[config.mk]
export PLATFORM = sky130hd
export DESIGN_NAME = qbu_rx_frame_router
export DESIGN_NICKNAME = d
export VERILOG_FILES = /design/src/rtl/qbu_rx_pkg.sv /design/src/rtl/qbu_rx_smd_classify.sv /design/src/rtl/qbu_rx_frame_router.sv
export SDC_FILE = /design/constraint.sdc
export NUM_CORES = 1
export LEC_CHECK = 0
export CORE_ASPECT_RATIO = 1.75
export CORE_MARGIN = 10
export CORE_UTILIZATION = 41
export CTS_CLUSTER_DIAMETER = 50
export DETAILED_ROUTE_END_ITERATION = 6
export PLACE_DENSITY = 0.88
export SYNTH_ARGS = -nofsm -noshare
export SYNTH_HDL_FRONTEND = slang
export SYNTH_SLANG_ARGS = --single-unit
[constraint.sdc]
create_clock -name i_clk -period 6 [get_ports i_clk]
set_input_delay 1.5 -clock i_clk [delete_from_list [all_inputs] [get_ports i_clk]]
set_output_delay 1.5 -clock i_clk [all_outputs]
set_load 0.02 [all_outputs]
[src/rtl/qbu_rx_pkg.sv]
// Shared constants and types for the 802.3br receive frame router:
// SMD codes, CRC-type codes, channel indices and the router state enum.
package qbu_rx_pkg;

  localparam logic [7:0] SMD_E  = 8'hD5;
  localparam logic [7:0] SMD_R  = 8'h19;
  localparam logic [7:0] SMD_V  = 8'h07;
  localparam logic [7:0] SMD_S0 = 8'hE6;
  localparam logic [7:0] SMD_S1 = 8'h4C;
  localparam logic [7:0] SMD_S2 = 8'h7F;
  localparam logic [7:0] SMD_S3 = 8'hB3;
  localparam logic [7:0] SMD_C0 = 8'h61;
  localparam logic [7:0] SMD_C1 = 8'h52;
  localparam logic [7:0] SMD_C2 = 8'h9E;
  localparam logic [7:0] SMD_C3 = 8'h2A;

  localparam logic [1:0] CRC_OK  = 2'b01;
  localparam logic [1:0] MCRC_OK = 2'b10;

  localparam logic [1:0] CH_EMAC = 2'd0;
  localparam logic [1:0] CH_PMAC = 2'd1;
  localparam logic [1:0] CH_R    = 2'd2;
  localparam logic [1:0] CH_V    = 2'd3;

  typedef enum logic [1:0] {
    ST_IDLE = 2'd0,
    ST_FWD  = 2'd1,
    ST_DROP = 2'd2
  } rx_state_e;

  // Start and continuation SMDs of preemptable (PMAC) fragments.
  function automatic logic is_pmac_smd(input logic [7:0] smd);
    return smd inside {SMD_S0, SMD_S1, SMD_S2, SMD_S3,
                       SMD_C0, SMD_C1, SMD_C2, SMD_C3};
  endfunction

endpackage

[src/rtl/qbu_rx_smd_classify.sv]
// First-beat classifier: maps info_vld/SMD/CRC type to a channel and
// reports whether that channel may receive the frame.
module qbu_rx_smd_classify
  import qbu_rx_pkg::*;
(
  input  logic       info_vld,
  input  logic [7:0] smd,
  input  logic [1:0] crc_vld,
  input  logic       qbu_frm,
  input  logic [3:0] chan_en,
  output logic       route_ok,
  output logic [1:0] ch_idx
);

  logic known;

  always_comb begin
    // NOTE: every signal written here gets a default first, so no path infers a latch.
    known  = 1'b0;
    ch_idx = CH_EMAC;
    if (info_vld) begin
      if (smd == SMD_E && crc_vld == CRC_OK) begin
        known  = 1'b1;
        ch_idx = CH_EMAC;
      end else if (qbu_frm && is_pmac_smd(smd) &&
                   (crc_vld == CRC_OK || crc_vld == MCRC_OK)) begin
        known  = 1'b1;
        ch_idx = CH_PMAC;
      end else if (smd == SMD_R && crc_vld == CRC_OK) begin
        known  = 1'b1;
        ch_idx = CH_R;
      end else if (smd == SMD_V && crc_vld == CRC_OK) begin
        known  = 1'b1;
        ch_idx = CH_V;
      end
    end
    route_ok = known & chan_en[ch_idx];
  end

endmodule

[src/rtl/qbu_rx_frame_router.sv]
// 802.3br receive frame router: steers whole AXIS frames to EMAC/PMAC/R/V
// through one shared output register. Statistics need QBU_RX_ROUTER_STATS_EN.
module qbu_rx_frame_router
  import qbu_rx_pkg::*;
#(
  parameter int DWIDTH = 8,
  parameter int CNT_W  = 16
) (
  input  logic                    i_clk,
  input  logic                    i_rst,
  input  logic                    i_qbu_frm,
  input  logic [3:0]              i_chan_en,
  input  logic [11:0]             i_data_len,
  input  logic [DWIDTH-1:0]       i_rx_axis_data,
  input  logic [15:0]             i_rx_axis_user,
  input  logic [DWIDTH/8-1:0]     i_rx_axis_keep,
  input  logic                    i_rx_axis_last,
  input  logic                    i_rx_axis_valid,
  output logic                    o_rx_axis_ready,
  output logic [4*DWIDTH-1:0]     o_ch_axis_data,
  output logic [4*16-1:0]         o_ch_axis_user,
  output logic [4*(DWIDTH/8)-1:0] o_ch_axis_keep,
  output logic [3:0]              o_ch_axis_last,
  output logic [3:0]              o_ch_axis_valid,
  input  logic [3:0]              i_ch_axis_ready,
  output logic [4*CNT_W-1:0]      o_frm_cnt,
  output logic [CNT_W-1:0]        o_drop_cnt
);

  localparam int KW = DWIDTH / 8;

  rx_state_e         state_q;
  logic [1:0]        sel_q;
  logic [11:0]       len_q;
  logic              out_valid_q;
  logic              out_last_q;
  logic [DWIDTH-1:0] out_data_q;
  logic [KW-1:0]     out_keep_q;
  logic [15:0]       out_user_q;

  logic        route_ok;
  logic [1:0]  cls_ch;
  logic        in_acc;
  logic        out_acc;
  logic        first_fwd;
  logic        load;
  logic [1:0]  beat_ch;
  logic [11:0] beat_len;
  logic [15:0] beat_user;
  logic        unused_user;

  qbu_rx_smd_classify u_classify (
    .info_vld (i_rx_axis_user[15]),
    .smd      (i_rx_axis_user[14:7]),
    .crc_vld  (i_rx_axis_user[4:3]),
    .qbu_frm  (i_qbu_frm),
    .chan_en  (i_chan_en),
    .route_ok (route_ok),
    .ch_idx   (cls_ch)
  );

  assign o_rx_axis_ready = ~i_rst & ((state_q == ST_DROP) | ~out_valid_q | i_ch_axis_ready[sel_q]);
  assign in_acc    = i_rx_axis_valid & o_rx_axis_ready;
  assign out_acc   = out_valid_q & i_ch_axis_ready[sel_q];
  assign first_fwd = in_acc & (state_q == ST_IDLE) & route_ok;
  assign load      = first_fwd | (in_acc & (state_q == ST_FWD));

  // On the first beat the classifier and the live length are used; later beats use the latched copies.
  assign beat_ch     = (state_q == ST_IDLE) ? cls_ch : sel_q;
  assign beat_len    = (state_q == ST_IDLE) ? i_data_len : len_q;
  assign beat_user   = (beat_ch == CH_PMAC) ? {3'b000, i_rx_axis_user[15:3]} : {4'b0000, beat_len};
  assign unused_user = ^i_rx_axis_user[2:0];

  always_ff @(posedge i_clk or posedge i_rst) begin
    if (i_rst) begin
      state_q     <= ST_IDLE;
      sel_q       <= CH_EMAC;
      len_q       <= '0;
      out_valid_q <= 1'b0;
      out_last_q  <= 1'b0;
      out_data_q  <= '0;
      out_keep_q  <= '0;
      out_user_q  <= '0;
    end else begin
      // NOTE: non-blocking assignments so every flop samples pre-edge values, independent of statement order.
      if (load) begin
        out_valid_q <= 1'b1;
        out_last_q  <= i_rx_axis_last;
        out_data_q  <= i_rx_axis_data;
        out_keep_q  <= i_rx_axis_keep;
        out_user_q  <= beat_user;
      end else if (out_acc) begin
        out_valid_q <= 1'b0;
      end

      if (first_fwd) begin
        sel_q <= cls_ch;
        len_q <= i_data_len;
      end

      if (in_acc) begin
        unique case (state_q)
          ST_IDLE: begin
            if (i_rx_axis_last) state_q <= ST_IDLE;
            else if (route_ok)  state_q <= ST_FWD;
            else                state_q <= ST_DROP;
          end
          ST_FWD:  if (i_rx_axis_last) state_q <= ST_IDLE;
          ST_DROP: if (i_rx_axis_last) state_q <= ST_IDLE;
          default: state_q <= ST_IDLE;
        endcase
      end
    end
  end

  always_comb begin
    o_ch_axis_data  = '0;
    o_ch_axis_user  = '0;
    o_ch_axis_keep  = '0;
    o_ch_axis_last  = '0;
    o_ch_axis_valid = '0;
    if (out_valid_q) begin
      o_ch_axis_valid[sel_q]                     = 1'b1;
      o_ch_axis_last[sel_q]                      = out_last_q;
      o_ch_axis_data[int'(sel_q)*DWIDTH +: DWIDTH] = out_data_q;
      o_ch_axis_keep[int'(sel_q)*KW +: KW]       = out_keep_q;
      o_ch_axis_user[int'(sel_q)*16 +: 16]       = out_user_q;
    end
  end

`ifdef QBU_RX_ROUTER_STATS_EN
  logic [3:0][CNT_W-1:0] frm_cnt_q;
  logic [CNT_W-1:0]      drop_cnt_q;
  logic                  frm_done;
  logic                  drop_done;

  assign frm_done  = out_acc & out_last_q;
  assign drop_done = in_acc & i_rx_axis_last &
                     (((state_q == ST_IDLE) & ~route_ok) | (state_q == ST_DROP));

  always_ff @(posedge i_clk or posedge i_rst) begin
    if (i_rst) begin
      frm_cnt_q  <= '0;
      drop_cnt_q <= '0;
    end else begin
      if (frm_done && frm_cnt_q[sel_q] != '1) frm_cnt_q[sel_q] <= frm_cnt_q[sel_q] + 1'b1;
      if (drop_done && drop_cnt_q != '1)      drop_cnt_q <= drop_cnt_q + 1'b1;
    end
  end

  assign o_frm_cnt  = frm_cnt_q;
  assign o_drop_cnt = drop_cnt_q;
`else
  assign o_frm_cnt  = '0;
  assign o_drop_cnt = '0;
`endif

endmodule

==> impl_metrics.toml, run 1 <==
[clock_tree]
clkTransAtPathRegs_ns = 0.06
root_buffer = "clkbuf_16"
cts_setup_buffers = 0
cts_tree = "yes"
postCtsHoldBufs = 0
numCtsBuffers = 5
cts_buffer_depth = 2
htreeDepth = 2
clk_latency_ns = 0.29
cts_resized = 0
cts_sinks = 40

[yosys]
async_reset_ff_share_pct = 100
ys.flop_type = "dfrtp_1"
syn-mean-instance-area_sq_um = 9.36
synth.most_common_cell = "and2_1"
yosys-top-cells-area = "dfrtp_1 26%, buf_4 18%, and2_1 15%"
yosysWarningCount = 0
yosys.area.top_type = "dfrtp_1"
synth_seq_cells = 40
yosysTopAreaCellShare_pct = 25.8
yosysSeqAreaShare_pct = 25.8
syn_area_sq_um = 3880
synth.distinct_cells = 48
synthCells = 415
synth-edff-count = 0
synthTopCellsByCount = "93 x and2_1, 92 x buf_4, 40 x dfrtp_1, 26 x mux2_4, 19 x nor2_1"

[timing]
rsz0062_at_grt = "no"
fin_ws_ns = 1.23
setup_viol = 0
hold_viol = 0
slew_headroom_pct = 28.6
final.period_utilization_pct = 79.5
whs_ns = 0.505
fmax_ghz = 0.210
skew_ns = 0.00634
drv_slew = 0
tightest_slew_ns = 1.07
min_period_ns = 4.77
setup_tns_ns = 0

[die]
dieArea_sq_um = 13900
num_rows = 47
coreArea_sq_um = 9350
ioPinCount = 239
dieWidth_um = 93.6
initial_core_util_pct = 41.5
dieHeight_um = 149

[flow_run]
cap_violations = 0

[cells_and_area]
n_antenna_cell = 0
area_growth_pct = 33.9
fin_nets = 606
drive_above_1_share_pct = 11.1
design_area_sq_um = 5200
n_fill_cell = 794

[placed_design]
io_buffers = 143
pre_cts_ws_ns = 1.11
place_area_sq_um = 5030
dp_hpwl_um = 9540
gp_congestion = 0.906

[routing]
dr.pass1.iters = 4
drt-wirelength-per-cell_um = 17.0
drc = 0
vias = 3080
routed_wl_um = 11400
ant_nets = 0
post_drt_via_cell_ratio = 4.60
drt_iter0_markers = 80

[setup_path]
cp_max_fo = 2
cp-start-kind = "input pin"
worstPathArrival_ns = 3.27
cp.required_ns = 4.50
critPathMostFrequentCell = "clkdlybuf4s50_1"
cp_cell_sequence = "clkdlybuf4s50_1 -> mux4_2 -> nor3b_1 -> nor2_1 -> clkdlybuf4s50_1"
endpoint_kind = "output port"
crit_slowest_cell = "clkdlybuf4s50_1"
worstSetupPathType = "input pin to output port"
slowest_delay_ns = 0.56

[global_route]
track_usage_pct = 15.0
grt_overflow = 0
grt_pass1_wl_um = 16800
grt_pass1_vias = 3296
antenna_found_initial = 0
grt_max_degree = 41

[status]
status = "completed"

[power_and_ir_drop]
power_w = 0.000772
power_density_nw_per_um2 = 148
ir_worst_vdd_mv = 0.123
p_leak_nw = 2.37

[min_path]
hold_class = "flop to flop"
cell usage in the layout (no fill, tap or decap), types with 2 or more instances in the layout:
cell type        instances
o21ai_0                  3
mux2i_1                 14
nor3b_1                  3
nand4_1                  2
and2_1                  93
nor4b_1                  3
o41ai_1                  2
a21oi_1                 15
nand3_1                  4
conb_1                  92
nand2_1                  9
buf_4                    3
o21a_1                   2
nand2b_1                 4
and3_1                   6
dfrtp_1                 40
nor3_1                   2
nand4b_1                 3
mux2_4                  26
clkbuf_16                5
inv_1                   10
ha_1                     9
nor2_1                  19
mux2_2                  10
clkdlybuf4s50_1        143
worst max-delay path: cells and delay by family:
kind / cells / cell delay, ns
buf+inv: 2 / 0.96
mux: 1 / 0.48
simple gates: 2 / 0.33
worst paths after layout:
path                               startpoint               to  slack, ns  cells past startpoint
setup / recovery           i_ch_axis_ready[3]  o_rx_axis_ready       1.23                      5
hold / removal                       len_q[4]         len_q[4]       0.51                      1
setup reg to reg                   state_q[0]   out_user_q[10]       3.06                      6
hold reg to reg                      len_q[4]         len_q[4]       0.51                      1
max in group asynchronous               i_rst    out_user_q[8]       3.90                      3
min in group asynchronous               i_rst       state_q[0]       1.72                      3
registers in the layout (all words and copies together), names as in the netlist:
register	flops
out_keep_q	1
sel_q	2
out_valid_q	1
len_q	12
state_q	2
out_last_q	1
out_user_q	13
out_data_q	8
cell families (layout without fill, tap and decap cells):
| group | count (synthesis) | after routing | synth area share [%] |
|---|---|---|---|
| AO/OA/AOI/OAI | 32 | 32 | 6.70 |
| adder cells (fa/ha/maj) | 9 | 9 | 2.90 |
| buffers and inverters | 123 | 165 | 22.1 |
| flip-flops | 40 | 40 | 25.8 |
| multiplexers | 51 | 51 | 17.1 |
| other | 1 | 92 | 0.0966 |
| AND/OR/NAND/NOR | 159 | 159 | 25.3 |
power by group:
part	internal (W)	switching (W)	total, W	leakage (nW)
Sequential	0.000278	0.00000797	0.000286	0.556
Combinational	0.0000655	0.000112	0.000178	1.74
Clock	0.000198	0.000111	0.000309	0.0804
final cells by class:
type / instances / area (sq um) / area share [%]
tap: 122 / 153 / 2.94
clock buffer: 5 / 125 / 2.41
multi-input combinational: 343 / 2380 / 45.8
timing repair buffer: 146 / 1450 / 28.0
clock inverter: 3 / 46.3 / 0.890
inverter: 11 / 41.3 / 0.794
sequential: 40 / 1000 / 19.3
stage by stage:
stage / std cells / utilization (%)
finish: 670 / 55.6
global route: 670 / 55.6
CTS: 670 / 55.6
detailed placement: 662 / 53.8
global placement: 662 / 53.8
floorplan: 506 / -
metal layers:
layer,GRT usage [%],routed length [um],up-vias
met5,0,0,-
met2,28.3,5900,186
li1,-,-,1459
met3,4.03,1100,18
met1,14.7,4110,1417
met4,6.11,298,0
(Power assumes the default switching activity.)
==> run 2, diff against run 1 <==
Settings changed: CORE_UTILIZATION 41 to 38, PLACE_DENSITY 0.88 to 0.82.
Clock period 6 ns to 4.9 ns, I/O delays scaled along.
==> run 2 against run 1 <==
Effect of this change:
- first-iteration DRC count is 39% higher
- final cell count grew 0.75%
- highest routed layer unchanged
- register-to-register slack got worse by 1.1 ns
- total power up 17%
- clock power grew 8.7%
- sequential power up 22%
- combinational power increased by 21%
- critical path depth unchanged
- global-route usage shrank 0.52 points
- wire length increased by 1.9%
- die area rose by 6.5%
==> impl_metrics.toml, run 2 (synthesis gave the netlist of run 1 again) <==
[cells_and_area]
n_antenna_cell = 0
drive_above_1_share_pct = 11.6
largest_register_ffs = 13
regMostFlops = "out_user_q"
fin_nets = 608
final_common_cell = "clkdlybuf4s50_1"
final_cell_mix = "143 x clkdlybuf4s50_1, 93 x and2_1, 92 x conb_1"
area_growth_pct = 33.9
reg_top3 = "out_user_q: 13 flops, len_q: 12 flops, out_data_q: 8 flops"

[die]
ioPinCount = 239
num_rows = 48
initial_core_util_pct = 39.2
dieWidth_um = 96.4
dieArea_sq_um = 14800
dieHeight_um = 154
coreArea_sq_um = 9910

[routing]
dr.pass1.iters = 4
routed_wl_um = 11600
post_drt_via_cell_ratio = 4.65
drt_iter0_markers = 111
drc = 0
vias = 3137
drt-wirelength-per-cell_um = 17.2
ant_nets = 0

[setup_path]
worstSetupPathType = "input pin to output port"
reg2regPathDepth = 7
cp-start-kind = "input pin"
rr_endpoint = "out_user_q[8]"
worstPathArrival_ns = 2.99
crit_end = "o_rx_axis_ready"
rrSetupSlack_ns = 2.01
cp_max_fo = 2
cp-startpoint = "i_ch_axis_ready[3]"
cp.required_ns = 3.67
r2r_start = "state_q[0]"
endpoint_kind = "output port"

[global_route]
grt_pass1_vias = 3272
grt_max_degree = 41
track_usage_pct = 14.5
antenna_found_initial = 0
grt_overflow = 0
grt_pass1_wl_um = 16900

[clock_tree]
postCtsHoldBufs = 0
root_buffer = "clkbuf_16"
cts_setup_buffers = 0
numCtsBuffers = 5
clkTransAtPathRegs_ns = 0.06
cts_resized = 0
htreeDepth = 2
cts_sinks = 40
clk_latency_ns = 0.29
cts_tree = "yes"
cts_buffer_depth = 2

[power_and_ir_drop]
power_density_nw_per_um2 = 173
power_w = 0.000900
p_leak_nw = 2.38
ir_worst_vdd_mv = 0.123

[timing]
setup_tns_ns = 0
min_period_ns = 4.22
rsz0062_at_grt = "no"
slew_headroom_pct = 35.3
final.period_utilization_pct = 86.1
fin_ws_ns = 0.681
hold_viol = 0
skew_ns = 0.00376
drv_slew = 0
tightest_slew_ns = 0.968
fmax_ghz = 0.237
setup_viol = 0

[flow_run]
cap_violations = 0

[placed_design]
io_buffers = 143
pre_cts_ws_ns = 0.420
gp_congestion = 0.853
dp_hpwl_um = 9640

[min_path]
hold_class = "flop to flop"

[status]
status = "completed"
run 2: changes by cell type in the layout (fill, tap and decap cells not counted):
cell	previous run	this run
buf_4	3	5
bufinv_16	1	0
clkbuf_8	0	1
clkinv_1	1	0
clkinvlp_4	1	2
inv_2	0	1
inv_6	1	0
run 2: where the power goes:
group / total [W] / internal, W / switching (W)
clock: 0.000336 / 0.000202 / 0.000134
sequential: 0.000349 / 0.000340 / 0.00000922
combinational: 0.000215 / 0.0000802 / 0.000135
total: 0.000900 / 0.000623 / 0.000278
run 2: worst min path at each step:
| stage | from | to | slack, ns | depth (start not counted) |
|---|---|---|---|---|
| finish | len_q[4] | len_q[4] | 0.51 | 1 |
| global route | len_q[2] | len_q[2] | 0.52 | 1 |
| CTS | len_q[4] | len_q[4] | 0.51 | 1 |
| detailed placement | len_q[9] | len_q[9] | 0.50 | 1 |
| global placement | len_q[5] | len_q[5] | 0.49 | 1 |
| floorplan | state_q[1] | state_q[1] | 0.47 | 2 |
run 2: layer usage:
metal,wire [um],GRT usage (%)
met1,3980,13.9
met4,348,6.33
met2,5890,27.3
met5,0,0
met3,1410,3.51
run 2: final cells by class:
type	count	area [sq um]
clock buffer	6	139
clock inverter	2	15.0
fill	923	4710
inverter	11	41.3
multi-input combinational	343	2380
sequential	40	1000
tap	125	156
timing repair buffer	148	1470
run 2: critical path: stages:
cell and delay, ns:
clkdlybuf4s50_1 0.39, mux4_2 0.49, nor3b_1 0.27, nor2_1 0.06
clkdlybuf4s50_1 0.54
run 2: per-stage QoR:
stage,utilization (%),std cells,hold slack (ns),area (sq um)
after global routing,52.5,675,0.522,5200
after floorplan,-,506,0.469,4220
final,52.5,675,0.508,5200
after detailed placement,50.9,667,0.497,5050
after global placement,50.9,667,0.486,5050
after CTS,52.5,675,0.511,5200
==> run 3, diff against run 2 <==
Settings changed: CORE_MARGIN 10 to 5.
==> run 3 against run 2 <==
Effect of this change:
- sequential share of layout area is the same
- core utilization did not move
- clock skew down 0.0024 ns
- worst hold slack better by 0.00059 ns
- via count shrank 0.57%
- fmax shrank 2.3%
- clock power is 4% lower
- total power is 1.3% lower
- non-clock buffer count grew 1
- flip-flop and latch count stayed put
- largest power group unchanged
- wire length decreased by 10%
==> impl_metrics.toml, run 3 (synthesis gave the netlist of run 1 again) <==
[setup_path]
cp_max_fo = 12
cp.required_ns = 5.06
worst_path_dominant_cell_family = "buffers and inverters"
cp_cell_sequence = "clkdlybuf4s50_1 -> nor4b_1 -> nand4_1 -> a21oi_1 -> mux2i_1 -> inv_1 -> o211ai_4 -> buf_4 -> mux2_2"
cp-start-kind = "input pin"
worstSetupPathType = "input pin to flop"
crit_slowest_cell = "nor4b_1"
endpoint_kind = "flop"
slowest_delay_ns = 0.60
worst-path-buf-inv = 3
worstPathArrival_ns = 4.48

[clock_tree]
cts_setup_buffers = 0
cts_sinks = 40
clkTransAtPathRegs_ns = 0.06
cts_buffer_depth = 2
cts_tree = "yes"
root_buffer = "clkbuf_16"
numCtsBuffers = 5
htreeDepth = 2
postCtsHoldBufs = 0
cts_resized = 0
clk_latency_ns = 0.28

[routing]
post_drt_via_cell_ratio = 4.61
drt_iter0_markers = 111
routed_wl_um = 10500
drt-wirelength-per-cell_um = 15.5
ant_nets = 0
drc = 0
vias = 3119
dr.pass1.iters = 4

[timing]
slew_headroom_pct = 37.5
fmax_ghz = 0.232
skew_ns = 0.00134
setup_tns_ns = 0
final.period_utilization_pct = 88.1
hold_viol = 0
min_period_ns = 4.32
rsz0062_at_grt = "no"
fin_ws_ns = 0.583
setup_viol = 0
drv_slew = 0
tightest_slew_ns = 0.934

[min_path]
hold_class = "flop to flop"

[cells_and_area]
final_cell_mix = "143 x clkdlybuf4s50_1, 93 x and2_1, 92 x conb_1"
postLayoutCoreUtil_pct = 52.5
n_fill_cell = 916
final_common_cell = "clkdlybuf4s50_1"
design_area_sq_um = 5200
n_antenna_cell = 0
regMostFlops = "out_user_q"
fin_nets = 609
area_growth_pct = 33.9
drive_above_1_share_pct = 11.4
largest_register_ffs = 13
fin_cells = 676
reg_top3 = "out_user_q: 13 flops, len_q: 12 flops, out_data_q: 8 flops"

[power_and_ir_drop]
p_seq_share_pct = 39.3
ir_worst_vdd_mv = 0.145
combPwrFrac_pct = 24.2
clkPwrFrac_pct = 36.5
swShare_pct = 29.7
power.switching_w = 0.000264
internal_power_w = 0.000624
p_leak_nw = 2.38
power_density_nw_per_um2 = 171

[flow_run]
cap_violations = 0

[placed_design]
place_area_sq_um = 5050
io_buffers = 143
gp_congestion = 0.809
pre_cts_ws_ns = 0.333
dp.cells = 668
dp_hpwl_um = 8590

[die]
initial_core_util_pct = 39.2
dieHeight_um = 144
num_rows = 48
ioPinCount = 239
coreArea_sq_um = 9910
dieArea_sq_um = 12400
dieWidth_um = 86.4

[status]
status = "completed"

[global_route]
antenna_found_initial = 0
grt_max_degree = 41
grt_pass1_vias = 3113
track_usage_pct = 15.9
grt_overflow = 0
grt_pass1_wl_um = 15600
[run 3: power groups by stage]
| stage | Sequential, W | Clock [W] | Combinational, W |
|---|---|---|---|
| final | 0.000349 | 0.000324 | 0.000215 |
| after floorplan | 0.000352 | 0 | 0.000206 |
| after global routing | 0.000351 | 0.000351 | 0.000232 |
| after global placement | 0.000354 | 0 | 0.000208 |
| after CTS | 0.000349 | 0.000339 | 0.000214 |
| after detailed placement | 0.000355 | 0 | 0.000214 |
[run 3: worst register-to-register path: stages, from the launching register on]
cell and delay [ns]:
dfrtp_1 0.40, inv_1 0.10, ha_1 0.75, nor3_1 0.14, a31oi_2 0.77, buf_4 0.28
a21oi_1 0.09, mux2_4 0.26
[run 3: area by class of cell]
class	instances	area [sq um]	share of cell area, %
sequential	40	1000	19.2
timing repair buffer	149	1480	28.4
inverter	11	41.3	0.794
clock buffer	8	146	2.82
tap	125	156	3.01
multi-input combinational	343	2380	45.7
[run 3: final timing paths]
path,from,endpoint,slack (ns),depth (start not counted)
worst max-delay path,i_rx_axis_user[14],len_q[6],0.58,9
worst min-delay path,len_q[3],len_q[3],0.51,1
worst max register to register,state_q[0],out_user_q[10],2.00,7
worst min register to register,len_q[3],len_q[3],0.51,1
max in group asynchronous,i_rst,out_data_q[4],2.86,2
min in group asynchronous,i_rst,out_last_q,1.51,2
[run 3: routing by layer]
metal | part of all wire, % | wire (um) | vias up | track usage, %
li1 | - | - | 1467 | -
met5 | 0 | 0 | - | 0
met3 | 9.3 | 975 | 20 | 2.07
met1 | 33 | 3500 | 1440 | 16.4
met2 | 55 | 5710 | 192 | 30.7
met4 | 2.8 | 288 | 0 | 7.39
[run 3: through the flow]
step / power (W) / hold WS [ns]
after floorplan: 0.000558 / 0.469
after global placement: 0.000562 / 0.486
after detailed placement: 0.000569 / 0.497
after CTS: 0.000902 / 0.512
after global routing: 0.000934 / 0.522
final: 0.000888 / 0.508
